$ cat config.mk
export PLATFORM = sky130hd
export DESIGN_NAME = mod_updown_counter
export DESIGN_NICKNAME = d
export VERILOG_FILES = /design/src/rtl/mod_updown_counter.sv
export SDC_FILE = /design/constraint.sdc
export NUM_CORES = 1
export LEC_CHECK = 0
export CORE_MARGIN = 4
export CORE_UTILIZATION = 35
export CTS_BUF_LIST = sky130_fd_sc_hd__clkbuf_16
export CTS_CLUSTER_SIZE = 25
export DETAILED_ROUTE_END_ITERATION = 8
export HOLD_SLACK_MARGIN = 0.1
export PLACE_DENSITY_LB_ADDON = 0.15
export SLEW_MARGIN = 15
export SYNTH_ARGS = -nofsm -noshare
export SYNTH_HDL_FRONTEND = slang
export SYNTH_SLANG_ARGS = --single-unit
$ cat constraint.sdc
create_clock -name i_clk -period 2.7 [get_ports i_clk]
set_input_delay 0.54 -clock i_clk [delete_from_list [all_inputs] [get_ports i_clk]]
set_output_delay 0.54 -clock i_clk [all_outputs]
set_load 0.005 [all_outputs]
$ cat src/rtl/mod_updown_counter.sv
// Synchronous up/down counter with programmable modulus, prescaler, parallel load,
// wrap/saturate mode, registered terminal-count pulse and sticky wrapped flag.
module mod_updown_counter #(
  parameter int unsigned WIDTH     = 4,
  parameter int unsigned MAX_COUNT = 15,
  parameter int unsigned PRESCALE  = 1,
  parameter bit          SATURATE  = 1'b0
) (
  input  logic             i_clk,
  input  logic             i_rst_n,
  input  logic             i_en,
  input  logic             i_up,
  input  logic             i_load,
  input  logic [WIDTH-1:0] i_load_val,
  input  logic             i_wrap_clr,
  output logic [WIDTH-1:0] o_q,
  output logic             o_tc,
  output logic             o_wrapped,
  output logic             o_at_max,
  output logic             o_at_min
);

  localparam int unsigned PW = (PRESCALE > 1) ? $clog2(PRESCALE) : 1;
  localparam logic [WIDTH-1:0] MaxVal  = WIDTH'(MAX_COUNT);
  localparam logic [PW-1:0]    PreLast = PW'(PRESCALE - 1);

  logic [WIDTH-1:0] r_q;
  logic [PW-1:0]    r_pcnt;
  logic             r_tc;
  logic             r_wrapped;

  logic             w_step;
  logic             w_at_max;
  logic             w_at_min;
  logic             w_hit;
  logic [WIDTH-1:0] w_q_step;
  logic [WIDTH-1:0] w_load_clip;

  always_comb begin
    w_step      = i_en && (r_pcnt == PreLast);
    w_at_max    = (r_q == MaxVal);
    w_at_min    = (r_q == '0);
    w_hit       = w_step && (i_up ? w_at_max : w_at_min);
    w_load_clip = (i_load_val > MaxVal) ? MaxVal : i_load_val;
    w_q_step    = r_q;
    // Range ends compare against MaxVal, so non-power-of-2 moduli wrap correctly.
    if (i_up) begin
      if (!w_at_max)      w_q_step = r_q + WIDTH'(1);
      else if (!SATURATE) w_q_step = '0;
    end else begin
      if (!w_at_min)      w_q_step = r_q - WIDTH'(1);
      else if (!SATURATE) w_q_step = MaxVal;
    end
  end

  always_ff @(posedge i_clk or negedge i_rst_n) begin
    if (!i_rst_n) begin
      r_q       <= '0;
      r_pcnt    <= '0;
      r_tc      <= 1'b0;
      r_wrapped <= 1'b0;
    end else if (i_load) begin
      r_q       <= w_load_clip;
      r_pcnt    <= '0;
      r_tc      <= 1'b0;
      r_wrapped <= r_wrapped & ~i_wrap_clr;
    end else begin
      r_tc      <= w_hit;
      r_wrapped <= w_hit | (r_wrapped & ~i_wrap_clr);
      if (i_en) begin
        r_pcnt <= w_step ? '0 : r_pcnt + PW'(1);
      end
      if (w_step) begin
        r_q <= w_q_step;
      end
    end
  end

  assign o_q       = r_q;
  assign o_tc      = r_tc;
  assign o_wrapped = r_wrapped;
  assign o_at_max  = w_at_max;
  assign o_at_min  = w_at_min;

endmodule

* After elaboration in Yosys (flattened, before gate mapping)
Cells that the tools add are included.
Cells by class: add/sub/neg operators 3, multipliers 0, divide/modulo/power cells 0, order comparisons 1, eq/ne operators 1, shifts and indexed selects 0, muxes and demuxes 12, bitwise gates (word level) 4, reduce and logical (&&, ||, !) cells 5
Operators by type and width (count):
- $mux W4 | 6
- $mux W1 | 6
- $add A4 B1 Y4 const B | 1
- $eq A4 B4 Y1 const B | 1
- $gt A4 B4 Y1 const B | 1
- $logic_not A4 Y1 | 1
- $reduce_bool A2 Y1 | 2
- $sub A4 B1 Y4 const B | 1
- $logic_and A1 B1 Y1 | 2
- $not A1 Y1 | 2
- $add A1 B1 Y1 const B | 1
- $and A1 B1 Y1 | 1
- $or A1 B1 Y1 | 1
Storage, ports and cells: register bits after elaboration 7, bits in latches 0, bits in writable memories 0, memory bits (read-only) 0, bits of input ports 10, output and inout port bits 8, word-level logic and storage cells 30, memories kept 0

* Depth between registers and ports, before layout
Gate-level depths: netlist of run 1.
word-level depth 5, depth in mapped cells 7

* Worst setup path before layout of run 1
OpenSTA, ideal clock, no wires.
path kind register to register, from reg r_q[0] (netlist: o_q[0]), to reg r_q[0] (netlist: o_q[0]), arrival 1485 ps, setup slack 1119 ps, stages on the path, launching flop included 8, buffers on the path 1, period minus slack after synthesis 1581 ps, cell sequence dfrtp_1 buf_4 inv_1 ha_1 or3b_1 a21oi_1 nor3_1 o31ai_1
Between the ends: word-level cells in the longest chain between the ends 5, elaborated cells between the ends (all ways) 9, those cells by class add/sub (2); eq/ne (1); mux (5); reduce/logical (1)
Ends and longest elaborated chain:
- start: declaration | line 27 | logic [WIDTH-1:0] r_q;
- start signal: assignment | line 63 | r_q <= w_load_clip;
- start signal: assignment | line 74 | r_q <= w_q_step;
- $sub A4 B1 Y4, or another cell as far along | line 51 | if (!w_at_min) w_q_step = r_q - WIDTH'(1);
- $mux W4, on equally long branches | line 51, 48
- $mux W4 * | line 47 | if (i_up) begin
- $mux W4 * | line 73 | if (w_step) begin
- $mux W4 * | line 62 | end else if (i_load) begin
Mark *: on every way between the ends. The rest lies on a longest branch, timed or not. The select of a mux whose other input is x is not followed. A chain may end at the register's enable or synchronous reset.

* Final worst setup path of run 1
from reg r_q[0] (netlist: o_q[0]), to out o_at_min
Between the ends: word-level cells in the longest chain between the ends 1
Ends and longest elaborated chain:
- $logic_not A4 Y1 | line 42 | w_at_min = (r_q == '0);
- end: declaration | line 20 | output logic o_at_min
Every way passes these cells.

==> results of run 1 <==
==> sequential cells by signal (all words and copies together) (netlist names) <==
name and count:
o_q 4, o_tc 1, o_wrapped 1, r_pcnt 1
==> kinds of logic (layout without fill, tap and decap cells) <==
kind of cell | Yosys count | in the layout | synth area share
simple gates | 17 | 17 | 0.2016
compound gates | 13 | 13 | 0.1833
flops | 7 | 7 | 0.3665
buf+inv | 7 | 25 | 0.09423
mux | 3 | 3 | 0.06545
fa+ha+maj | 2 | 2 | 0.05235
xor+xnor | 2 | 2 | 0.03666
==> report_power, final <==
group | internal [mW] | total (mW) | switching, mW
clock network | 0.192 | 0.244 | 0.0516
logic | 0.0596 | 0.0964 | 0.0368
registers | 0.115 | 0.133 | 0.0185
==> critical path, stage by stage, from the launching register on <==
cell             delay (ps)
dfrtp_1                 460
inv_1                    90
ha_1                    190
nor3b_1                 250
clkdlybuf4s50_1         550
==> Yosys cell counts, types with 2 or more instances <==
library cell	count	area, um2
a21oi_1	4	20.02
nor3b_1	2	15.01
nand2_1	3	11.26
dfrtp_1	7	175.2
inv_1	4	15.01
nor3_1	2	10.01
buf_6	2	22.52
mux2i_1	2	20.02
ha_1	2	25.02
nor2_1	5	18.77
==> metal layers <==
metal,vias up,track usage,routed length [um]
li1,217,-,-
met1,195,0.1499,465
met5,-,0,0
met4,0,0.1053,16
met3,2,0.02390,73
met2,15,0.1723,463
==> area by class of cell <==
class	instances	area [um2]
Clock inverter	1	3.754
Inverter	4	15.01
Timing Repair Buffer	17	170.2
Sequential cell	7	175.2
Tap cell	15	18.77
Fill cell	138	585.6
Multi-Input combinational cell	37	257.7
Clock buffer	3	75.07
==> metrics by stage <==
step | util | std cells | setup slack (ps) | total power, mW | area (um2)
2_1_floorplan | - | 51 | 1119 | 0.1882 | 478.0
3_3_place_gp | 0.4894 | 80 | 652.0 | 0.2317 | 636.9
3_5_place_dp | 0.4894 | 80 | 607.3 | 0.2315 | 636.9
4_1_cts | 0.5500 | 84 | 364.2 | 0.4811 | 715.7
5_1_grt | 0.5500 | 84 | 246.9 | 0.5011 | 715.7
6_report | 0.5500 | 84 | 388.4 | 0.4731 | 715.7
==> path summary, 6_finish.rpt <==
path / start / to / slack (ps)
worst max-delay path: o_q[0] / o_at_min / 390
worst min-delay path: o_wrapped / o_wrapped / 480
worst max register to register: o_q[0] / o_q[0] / 1070
worst min register to register: o_wrapped / o_wrapped / 480
max in group asynchronous: i_rst_n / o_q[2] / 1870
min in group asynchronous: i_rst_n / r_pcnt / 580
==> layout by cell type, fill, tap and decap left out, drive strengths merged <==
cell and instances:
nand2 3, a22o 1, inv 5, a31oi 1
or2b 1, xor2 1, and2b 1, clkdlybuf4s50 17
and3 1, nor3b 2, o211ai 1, nor2 5
mux2 1, nor4b 1, nor3 2, o31ai 1
a21o 1, o311ai 1, dfrtp 7, xnor2 1
o21ai 1, a31o 1, o21bai 1, ha 2
or3b 1, mux2i 2, clkbuf 3, a21oi 4
==> results.cfg, run 1 <==
[outcome]
outcome = completed

[pwr]
powerDensity_nw_per_um2 = 661.0
cellLeakagePower_nw = 0.3228
peakVddDrop_uv = 450.5

[drt]
wl_um = 1018
wl_per_cell_um = 12.12
vias = 429
drt_iter0_markers = 2
firstDrtPassIters = 4
antenna_left = 0
post-route-drc-count = 0
via_per_inst = 5.107

[clock_tree]
cts_root_buf = clkbuf_16
cts_resized = 0
tritoncts = built
clockBufferDepth = 2
numCtsBuffers = 3
clk-insertion-delay-late_ps = 230
hold_buffers = 0
clkTransAtPathRegs_ps = 30
postCtsSetupBuffers = 0
h-tree-depth = 1
cts.sinks = 7

[yosys]
async_flop_share = 1.000
syn_nets = 63
synth_cell_types = 28
postSynthAreaPerCell_um2 = 9.372
seq_area_frac_synth = 0.3665
synth_top_flop_cell = dfrtp_1
synthCells = 51
synth-seq-cells = 7
netlist_area_um2 = 478.0
yosysWarnings = 0
synth_edf_count = 0

[sta]
clock_skew_ps = 0.3076
max_freq_mhz = 432.6
fin_crit_sh = 0.8561
maxSlewHeadroom = 0.7386
drv_slew = 0
period_minus_slack_ps = 2312
setup_tns_ps = 0
setup_viol = 0
worst_pin_slew_ps = 387.1
hold_violations = 0
rsz0062_at_grt = no
holdWs_ps = 479.4

[floorplanning]
die_y_um = 44.96
core_area_um2 = 1301
die_x_um = 44.96
dieArea_um2 = 2021
rows = 13
io_pins = 18
initial_utilization = 0.3673

[setup_path]
reg2reg_depth = 6
critPathMaxFanout = 10
path_class = flip-flop to primary output
worstPathArrival_ps = 1770
cp-start-kind = flip-flop
cp.required_ps = 2160
endpoint_kind = primary output

[worst_hold_path]
hold_path_depth = 1
hold_class = flip-flop to flip-flop

[placed_design]
gp_congestion = 0.7066
io_buffers = 17
dp.final_hpwl_um = 771.6

[grt]
grt_pass1_wl_um = 1718
grt_pass1_vias = 395
grt.overflow.total = 0
antenna_found_initial = 0
grt_use_total = 0.1199
grt_max_degree = 11

[finish]
antennaDiodeCount = 0
syn_to_final_growth_pct = 49.74
drive_gt1_frac = 0.1014
nNetsFinal = 82

[job]
maxCapViolCount = 0
No activity file was read; power rests on OpenSTA's default activity.
==> inputs of run 2 (changes only) <==
--- a/config.mk
+++ b/config.mk
@@ -5,6 +5,7 @@
 export SDC_FILE = /design/constraint.sdc
 export NUM_CORES = 1
 export LEC_CHECK = 0
+export ABC_CLOCK_PERIOD_IN_PS = 2700
 export CORE_MARGIN = 4
 export CORE_UTILIZATION = 35
 export CTS_BUF_LIST = sky130_fd_sc_hd__clkbuf_16
==> results of run 2 <==
Final layout, timing and power as in run 1 (identical DEF).
